File: config.mk
export PLATFORM = sky130hd
export DESIGN_NAME = lr35902_bg_fetch
export DESIGN_NICKNAME = d
export VERILOG_FILES = /design/src/rtl/lr35902_bg_fetch.sv
export SDC_FILE = /design/constraint.sdc
export NUM_CORES = 1
export LEC_CHECK = 0
export BUFFER_PORTS_ARGS = -buffer_cell sky130_fd_sc_hd__buf_2
export CAP_MARGIN = 20
export CORE_ASPECT_RATIO = 0.75
export CORE_MARGIN = 2
export CORE_UTILIZATION = 50
export CTS_CLUSTER_SIZE = 16
export DETAILED_ROUTE_END_ITERATION = 10
export PLACE_DENSITY = 0.77
export SKIP_CTS_REPAIR_TIMING = 1
export SLEW_MARGIN = 20
export SYNTH_ARGS = -nofsm -noshare
export SYNTH_HDL_FRONTEND = slang
export SYNTH_SLANG_ARGS = --single-unit
File: constraint.sdc
create_clock -name clk -period 1.8 [get_ports clk]
set_input_delay 0.09 -clock clk [delete_from_list [all_inputs] [get_ports clk]]
set_output_delay 0.09 -clock clk [all_outputs]
set_load 0.05 [all_outputs]
File: src/rtl/lr35902_bg_fetch.sv
`timescale 1ns/1ps
`default_nettype none
// ============================================================================
//  Module      : lr35902_bg_fetch
//  Description : PPU background tile fetcher. Walks one scanline of the BG
//                map and hands each tile's 8-pixel bitplane row downstream.
//  Revision    : 1.0  initial release
// ============================================================================
module lr35902_bg_fetch #(
    parameter int TILES_PER_LINE = 21
) (
    input  logic        clk,
    input  logic        reset,
    input  logic        start,
    input  logic [7:0]  ly,
    input  logic [7:0]  scx,
    input  logic [7:0]  scy,
    input  logic        map_sel,
    input  logic        data_sel,
    output logic [12:0] vram_adr,
    output logic        vram_read,
    input  logic [7:0]  vram_dout,
    output logic [7:0]  out_lo,
    output logic [7:0]  out_hi,
    output logic        out_valid,
    input  logic        out_ready,
    output logic        busy,
    output logic        line_done
);

    localparam logic [2:0] c_ST_IDLE = 3'd0;
    localparam logic [2:0] c_ST_MAP  = 3'd1;
    localparam logic [2:0] c_ST_LO   = 3'd2;
    localparam logic [2:0] c_ST_HI   = 3'd3;
    localparam logic [2:0] c_ST_CAP  = 3'd4;
    localparam logic [2:0] c_ST_OUT  = 3'd5;

    localparam logic [4:0] c_LAST_X = 5'(TILES_PER_LINE - 1);

    logic [2:0]  r_state;
    logic [2:0]  w_next_state;
    logic [4:0]  r_x;
    logic [4:0]  r_x0;
    logic [7:0]  r_y;
    logic        r_map_sel;
    logic        r_data_sel;
    logic [7:0]  r_tile;
    logic [7:0]  r_lo;
    logic [7:0]  r_out_lo;
    logic [7:0]  r_out_hi;
    logic        r_out_valid;
    logic        r_line_done;
    logic [12:0] r_adr_hold;

    logic        w_read;
    logic [12:0] w_adr;
    logic [4:0]  w_col;
    logic [7:0]  w_tile;
    logic [12:0] w_map_adr;
    logic [12:0] w_data_adr;
    logic        w_handshake;
    logic        w_last;
    logic        w_unused_ok;

    // Fine horizontal scroll is applied by the pixel pipeline, not here.
    assign w_unused_ok = &{1'b0, scx[2:0]};

    assign w_col       = r_x0 + r_x;
    assign w_map_adr   = {2'b11, r_map_sel, r_y[7:3], w_col};
    // In LO the tile number is still on the read bus; afterwards it is held.
    assign w_tile      = (r_state == c_ST_LO) ? vram_dout : r_tile;
    assign w_data_adr  = {(r_data_sel ? 1'b0 : ~w_tile[7]), w_tile, r_y[2:0],
                          (r_state == c_ST_HI)};
    assign w_handshake = (r_state == c_ST_OUT) && r_out_valid && out_ready;
    assign w_last      = (r_x == c_LAST_X);

    always_ff @(posedge clk or posedge reset) begin
        if (reset) begin
            r_state <= c_ST_IDLE;
        end else begin
            r_state <= w_next_state;
        end
    end

    always_comb begin
        w_next_state = r_state;
        if (start) begin
            w_next_state = c_ST_MAP;
        end else begin
            case (r_state)
                c_ST_IDLE: w_next_state = c_ST_IDLE;
                c_ST_MAP:  w_next_state = c_ST_LO;
                c_ST_LO:   w_next_state = c_ST_HI;
                c_ST_HI:   w_next_state = c_ST_CAP;
                c_ST_CAP:  w_next_state = c_ST_OUT;
                c_ST_OUT: begin
                    if (w_handshake) begin
                        w_next_state = w_last ? c_ST_IDLE : c_ST_MAP;
                    end
                end
                default:   w_next_state = c_ST_IDLE;
            endcase
        end
    end

    always_comb begin
        w_read = 1'b0;
        w_adr  = r_adr_hold;
        case (r_state)
            c_ST_MAP: begin
                w_read = 1'b1;
                w_adr  = w_map_adr;
            end
            c_ST_LO, c_ST_HI: begin
                w_read = 1'b1;
                w_adr  = w_data_adr;
            end
            default: begin
                w_read = 1'b0;
                w_adr  = r_adr_hold;
            end
        endcase
    end

    always_ff @(posedge clk or posedge reset) begin
        if (reset) begin
            r_x         <= 5'd0;
            r_x0        <= 5'd0;
            r_y         <= 8'd0;
            r_map_sel   <= 1'b0;
            r_data_sel  <= 1'b0;
            r_tile      <= 8'd0;
            r_lo        <= 8'd0;
            r_out_lo    <= 8'd0;
            r_out_hi    <= 8'd0;
            r_out_valid <= 1'b0;
            r_line_done <= 1'b0;
            r_adr_hold  <= 13'd0;
        end else begin
            r_line_done <= 1'b0;
            if (w_read) begin
                r_adr_hold <= w_adr;
            end
            if (start) begin
                r_y         <= ly + scy;
                r_x0        <= scx[7:3];
                r_map_sel   <= map_sel;
                r_data_sel  <= data_sel;
                r_x         <= 5'd0;
                r_out_valid <= 1'b0;
            end else begin
                case (r_state)
                    c_ST_LO:  r_tile <= vram_dout;
                    c_ST_HI:  r_lo   <= vram_dout;
                    c_ST_CAP: begin
                        r_out_hi    <= vram_dout;
                        r_out_lo    <= r_lo;
                        r_out_valid <= 1'b1;
                    end
                    c_ST_OUT: begin
                        if (w_handshake) begin
                            r_out_valid <= 1'b0;
                            if (w_last) begin
                                r_line_done <= 1'b1;
                            end else begin
                                r_x <= r_x + 5'd1;
                            end
                        end
                    end
                    default: ;
                endcase
            end
        end
    end

    assign vram_adr  = w_adr;
    assign vram_read = w_read;
    assign out_lo    = r_out_lo;
    assign out_hi    = r_out_hi;
    assign out_valid = r_out_valid;
    assign line_done = r_line_done;
    assign busy      = (r_state != c_ST_IDLE);

endmodule
`default_nettype wire

==> results of run 1 <==
==> stage by stage <==
stage	std cells	power [mW]	utilization, %	setup TNS (ns)	hold WS [ns]
2_1_floorplan	296	4.164	-	-1.525	0.2416
3_3_place_gp	454	4.709	60.31	-0.3560	0.2186
3_5_place_dp	454	4.793	60.31	-0.4828	0.2181
4_1_cts	470	5.954	62.97	-3.597	-0.1655
5_1_grt	489	6.620	69.19	-3.407	0.00005859
6_report	489	6.301	69.19	-2.131	0.01145
==> worst register-to-register path: cells and delay by family (launching register included) <==
| kind | cells | cell delay (ns) |
|---|---|---|
| AOI/OAI and AO/OA | 3 | 0.55 |
| DFF | 1 | 0.40 |
| xor gates and xnor gates | 1 | 0.10 |
| adders and majority gates | 2 | 0.54 |
| buffers and inverters | 1 | 0.14 |
==> path summary, 6_finish.rpt <==
kind / depth (start not counted) / slack (ns) / start / end
max: 7 / -0.42 / r_x[0] / vram_adr[4]
min: 2 / 0.01 / vram_dout[0] / out_hi[0]
min reg2reg: 2 / 0.50 / r_adr_hold[1] / r_adr_hold[1]
min in group asynchronous: 4 / 0.38 / reset / out_lo[7]
max in group asynchronous: 4 / 1.13 / reset / r_state[0]
max reg2reg: 7 / -0.03 / r_x[0] / r_adr_hold[4]
==> synth_stat cells, types with 2 or more instances <==
| master | count |
|---|---|
| buf_2 | 6 |
| a21o_1 | 4 |
| nand4_1 | 2 |
| o21ai_0 | 15 |
| nor2b_1 | 2 |
| clkbuf_1 | 4 |
| nand3b_1 | 2 |
| a21oi_1 | 9 |
| dfrtp_1 | 70 |
| mux2_2 | 49 |
| inv_2 | 2 |
| nor2_1 | 17 |
| and4b_1 | 2 |
| o31ai_1 | 6 |
| mux2i_1 | 3 |
| o22a_1 | 2 |
| inv_1 | 8 |
| a211o_1 | 3 |
| o32a_1 | 2 |
| and3_1 | 3 |
| o21a_1 | 4 |
| nand2_1 | 17 |
| o221ai_1 | 2 |
| ha_1 | 13 |
| nand3_1 | 3 |
| a211oi_1 | 4 |
| xor2_1 | 6 |
| fa_1 | 2 |
| a22oi_1 | 12 |
| xnor2_1 | 4 |
| nor3_1 | 2 |
==> routing by layer <==
layer / vias to the layer above / part of all wire [%] / GRT usage, %
met2: 97 / 48 / 34.47
met1: 1395 / 44 / 29.38
li1: 1299 / - / -
met3: 20 / 5.9 / 6.789
met5: - / 0 / 0
met4: 0 / 2.0 / 5.616
==> area by class of cell <==
type                    instances  share of cell area (%)
multi-input cells             203                   38.43
flip-flops and latches         70                   37.26
repair buffers                106                   17.15
clock buffers                   9                   2.633
well taps                      84                   2.234
clock inverters                 7                   1.223
inverters                      10                   1.064
==> report_power, final <==
group	total, mW	switching [mW]	internal [mW]
Sequential	2.32	0.250	2.07
Clock	1.16	0.647	0.517
Combinational	2.81	1.74	1.07
Total	6.30	2.64	3.66
==> flip-flops by register name, summed over array words and instances (netlist names) <==
signal and cells:
out_lo 8, out_hi 8, r_lo 8, line_done 1, r_x 5, r_adr_hold 13, r_data_sel 1, out_valid 1
r_x0 5, r_map_sel 1, r_state 3, r_tile 8, r_y 8
==> logic make-up after synthesis <==
group / Yosys count / synth area share (%)
flops: 70 / 49.89
compound gates: 68 / 13.40
simple gates: 58 / 8.874
mux: 52 / 16.57
buf+inv: 23 / 2.994
fa+ha+maj: 15 / 5.774
xor+xnor: 10 / 2.495
==> run metrics, run 1 <==
Final Max Slew Viols=0; Max Buffers Root-to-Sink=2; initial antenna violation count=0; Slew HR=69.30%; Setup crit end kind=primary output; final instance area=4705 sq um; Post-Syn Instances=296; clk slew on worst S/H paths=0.08 ns; vias per cell=5.748; worst slew pin tran=0.4591 ns; slack of the critical path=-0.4166 ns; Seq/Total Area, Yosys=49.89%; post-synthesis register bit count=70; port bufs=67; Max H-tree Level=3; Die Area=7715 sq um; Hold Vio Cnt, Final=0; global placement routability congestion=0.8662; Setup WS pre-CTS=-0.2259 ns; CP delay by family, top=compound AO/OA/AOI/OAI gates; Top FF cell, synth=dfrtp_1; Core Rows=26; part of the cycle the worst path needs=123.1%; DR pass1 iterations=4; commonest non-fill, non-tap cell in the layout=dfrtp_1; max capacitance violation total=0; Tmin final=2.217 ns; Buf/Inv on CP=1; initial DRC count=144; hpwl dp=5686 um; Crit Path Category=reg2out; Via Count=2,811; Hold Path Class=in2reg; most frequent cells in the layout=69 x dfrtp_1, 54 x buf_2, 47 x mux2_2; FFs w/ async S/R, synth=100.0%; routed wire length=8423 um; ant diodes=0; worst clock skew=0.006102 ns; Mapped Area=3511 sq um; grt total ovfl=0; Synth area leader=dfrtp_1; die width=100.8 um; final setup violation count=14; Leak=2.175 nW; Layout area overhead=34.00%; Placed Instance Area=4100 sq um; synthesized area per cell=11.86 sq um; crit-path cells=ha_2, fa_2, a21o_1, a21oi_2, xnor2_2, o31ai_4, buf_6; unrepaired setup endpoints after global routing=true; Worst path slowest cell=dfrtp_1; Initial Utilization=51.64%; fmax=451.1 MHz; clock latency on the worst-skew pair=0.35 ns; nets@finish=453; pwr dens=1339 nW/um^2; TritonCTS clock tree=done; Syn Nets=349; Yosys cell types=47; Seq. cell area=1753 sq um; Multi-input gate area=1808 sq um; yosys synthesis warning count=0; CP peak stage delay=0.40 ns; Num CTS Buffers=9; Synth area leaders=dfrtp_1 50%, mux2_2 16%, ha_1 4.6%; number of synthesized flops with an enable pin=0; FILL cells=450; Residual DRC=0; failing checks=negative setup slack; first-pass GRT wire length=13,140 um; die span in y=76.57 um; post-route ant nets=0; vias in the first global route=2,728; outcome=complete, but fails checks; Crit path required time=1.71 ns; share of layout cells above drive strength 1=49.38%; Core Box Area=6799 sq um; CTS root buf=clkbuf_8; clk sinks=70; Crit Path Max Fanout=2; Critical Path AT=2.13 ns; largest net degree at the start of global routing=71; Tot GR Track Use=21.87%; Top Ports=71; Worst IR Drop VDD=0.7562 mV; Synth top area share=49.89%; CP Launch Type=flip-flop; WL/cell=17.22 um
Note: power is estimated with default switching activity, not from simulation.
==> run 2, diff against run 1 <==
ABC_AREA = 1   (was default)
CORE_UTILIZATION = 49   (was 50)
CTS_CLUSTER_DIAMETER = 200   (was default)
PLACE_DENSITY = 0.75   (was 0.77)
==> run metrics, run 2 <==
FILL cells=552 (+23%); most frequent cells in the layout=130 x nand2_1, 68 x dfrtp_1, 54 x buf_2; yosys synthesis warning count=0 (unchanged); clock latency on the worst-skew pair=0.35 ns (about the same); worst slew pin tran=0.4930 ns (+0.03392 ns); cell with the most instances after synthesis=nand2_1; nets@finish=555 (+23%); Seq/Total Area, Yosys=50.91% (+1.0 points); final core occ=67.70% (-1.5 points); final setup violation count=12 (-2); slack of the critical path=-0.1772 ns (+0.2394 ns); crit-path cells=nor2_4, buf_4, inv_1, a21oi_1, nand2_1, clkbuf_4; Layout area overhead=33.78%; global placement routability congestion=0.7990 (-7.8%); Leak=2.445 nW (+12%); commonest non-fill, non-tap cell in the layout=nand2_1; final instance area=4603 sq um (-2.2%); first-pass GRT wire length=12,880 um (-2.0%); TritonCTS clock tree=done; Top FF cell, synth=dfrtp_1; Crit Path Category=reg2out; Top Ports=71 (unchanged); initial DRC count=190 (+32%); initial antenna violation count=0 (unchanged); Hold Path Class=in2reg; Num CTS Buffers=9 (unchanged); Core Rows=26 (unchanged); Yosys cell types=29 (-38%); worst clock skew=0.01020 ns (+0.004096 ns); routed wire length=8631 um (+2.5%); placed cells=550 (+21%); r2r worst-path depth=7 (unchanged); Core Box Area=6799 sq um (unchanged); die span in y=76.57 um (unchanged); die width=100.8 um (unchanged); post-route ant nets=0 (unchanged); number of synthesized flops with an enable pin=0 (unchanged); Reg2Reg Setup Slack=0.19 ns (+0.22 ns); hold path endpoint=out_hi[0]; Residual DRC=0 (unchanged); synthesized area per cell=8.581 sq um (-28%); grt total ovfl=0 (unchanged); Tmin final=1.977 ns (-0.2394 ns); vias per cell=5.277 (-8.2%); vias in the first global route=2,833 (+3.8%); Slew HR=67.06% (-2.2 points); Placed Instance Area=3923 sq um (-4.3%); Synth top area share=50.91% (+1.0 points); Via Count=3,119 (+11%); WL/cell=14.60 um (-15%); CTS root buf=clkbuf_8; Synth area leader=dfrtp_1; Worst IR Drop VDD=1.180 mV (+56%); Post-Syn Instances=401 (+35%); Final Max Slew Viols=0 (unchanged); share of layout cells above drive strength 1=32.74% (-17 points); Synth top cells by count=141 x nand2_1, 70 x dfrtp_1, 35 x inv_1, 35 x nand3_1, 30 x o21ai_0; RR Startpoint=r_x[0]; CP peak stage delay=0.45 ns (+0.05 ns); post-synthesis register bit count=70 (unchanged); clk slew on worst S/H paths=0.08 ns (about the same); max reg flops=13 (unchanged); RR Endpoint=r_x[0]; hold path cells=3 (+1); Crit Path Max Fanout=13 (+11); Syn Nets=454 (+30%); Die Area=7715 sq um (unchanged); DR pass1 iterations=5 (+1); part of the cycle the worst path needs=109.8% (-13 points); Max Buffers Root-to-Sink=2 (unchanged); FFs w/ async S/R, synth=100.0% (unchanged); Setup crit end kind=primary output; CP Launch Type=flip-flop; Met3 Routed Length=513 um (+2.8%); Worst path slowest cell=dfrtp_2; Top Layer Used=met4; unrepaired setup endpoints after global routing=true; Mapped Area=3441 sq um (-2.0%); Tot GR Track Use=21.11% (-0.75 points); Top reg by flops=r_adr_hold; final cell count without fillers=591 (+21%); outcome=complete, but fails checks; Initial Utilization=50.61% (-1.0 points); ant diodes=0 (unchanged); clk sinks=70 (unchanged); pwr dens=1553 nW/um^2 (+16%); Crit path required time=1.71 ns (about the same); max capacitance violation total=0 (unchanged); worst min-delay path startpoint=vram_dout[0]; Synth area leaders=dfrtp_1 51%, nand2_1 15%, nand3_1 5.1%; Hold Vio Cnt, Final=0 (unchanged); port bufs=67 (unchanged); fmax=505.8 MHz (+12%); Met1 Routed Length=3749 um (+1.7%); failing checks=negative setup slack; hpwl dp=5596 um (-1.6%); met2 wire len=4227 um (+3.9%); largest net degree at the start of global routing=44 (-38%); Critical Path AT=1.89 ns (-0.24 ns); Max H-tree Level=3 (unchanged)
-- run 2: cell count changes after synthesis, sizes merged, moves of 4 or more --
cell	previous run	this run
a211oi	4	0
nor2	17	12
inv	10	36
a21oi	9	16
nand3	3	35
a22oi	12	1
o21ai	15	33
mux2	49	8
o31ai	6	0
nand2	17	144
xor2	6	0
-- run 2: worst max-delay path: cells and delay by family, from the launching register on --
family	cells	cell delay (ns)
buf+inv	3	0.59
compound gates	1	0.19
simple gates	2	0.28
flops	1	0.45
-- run 2: where the power goes --
part	switching [mW]	internal [mW]	total [mW]
Combinational	2.34	1.15	3.48
Clock	0.582	0.709	1.29
Sequential	0.281	2.09	2.38
-- run 2: worst max-delay path by stage --
| stage | from | end | slack (ns) | cells after the start |
|---|---|---|---|---|
| after global routing | r_state[2] | vram_adr[12] | -0.26 | 6 |
| after CTS | r_x[0] | vram_adr[2] | -0.35 | 6 |
| final | r_state[2] | vram_adr[12] | -0.18 | 6 |
| after global placement | r_x[0] | vram_adr[2] | 0.05 | 6 |
| after detailed placement | r_x[0] | vram_adr[2] | 0.03 | 6 |
| after floorplan | r_state[2] | vram_adr[5] | 0.05 | 5 |
-- run 2: kinds of logic (layout without fill, tap and decap cells) --
group,Yosys count,in the layout,share of synthesized area (%)
DFF,70,70,50.91
and+or+nand+nor,199,200,24.73
AOI/OAI and AO/OA,57,57,8.873
buffers and inverters,48,153,5.636
adders and majority gates,15,15,5.891
xor gates and xnor gates,4,4,1.018
muxes,8,8,2.945
-- run 2: routing by layer --
metal  track usage [%]  vias up
met1             27.92     1510
met5                 0        -
met4             6.712        0
met3             5.046       15
met2             34.27       83
li1                  -     1511
-- run 2: stage by stage --
step	total power [mW]	setup TNS, ns	hold WS, ns	worst slack [ns]
2_1_floorplan	4.508	0	0.2066	0.05472
3_3_place_gp	5.133	0	0.1372	0.04759
3_5_place_dp	5.220	0	0.1467	0.03250
4_1_cts	6.494	-3.002	-0.2260	-0.3526
5_1_grt	7.513	-2.021	0.07375	-0.2632
6_report	7.150	-1.216	0.03764	-0.1772
-- run 2: cell type report --
class / count / area (sq um) / share of cell area, %
Multi-Input combinational cell: 284 / 1674 / 36.37
Timing Repair inverter: 1 / 5.005 / 0.1087
Clock buffer: 12 / 155.1 / 3.370
Inverter: 36 / 145.1 / 3.153
Sequential cell: 70 / 1754 / 38.11
Tap cell: 84 / 105.1 / 2.283
Timing Repair Buffer: 100 / 719.4 / 15.63
Clock inverter: 4 / 45.04 / 0.9785
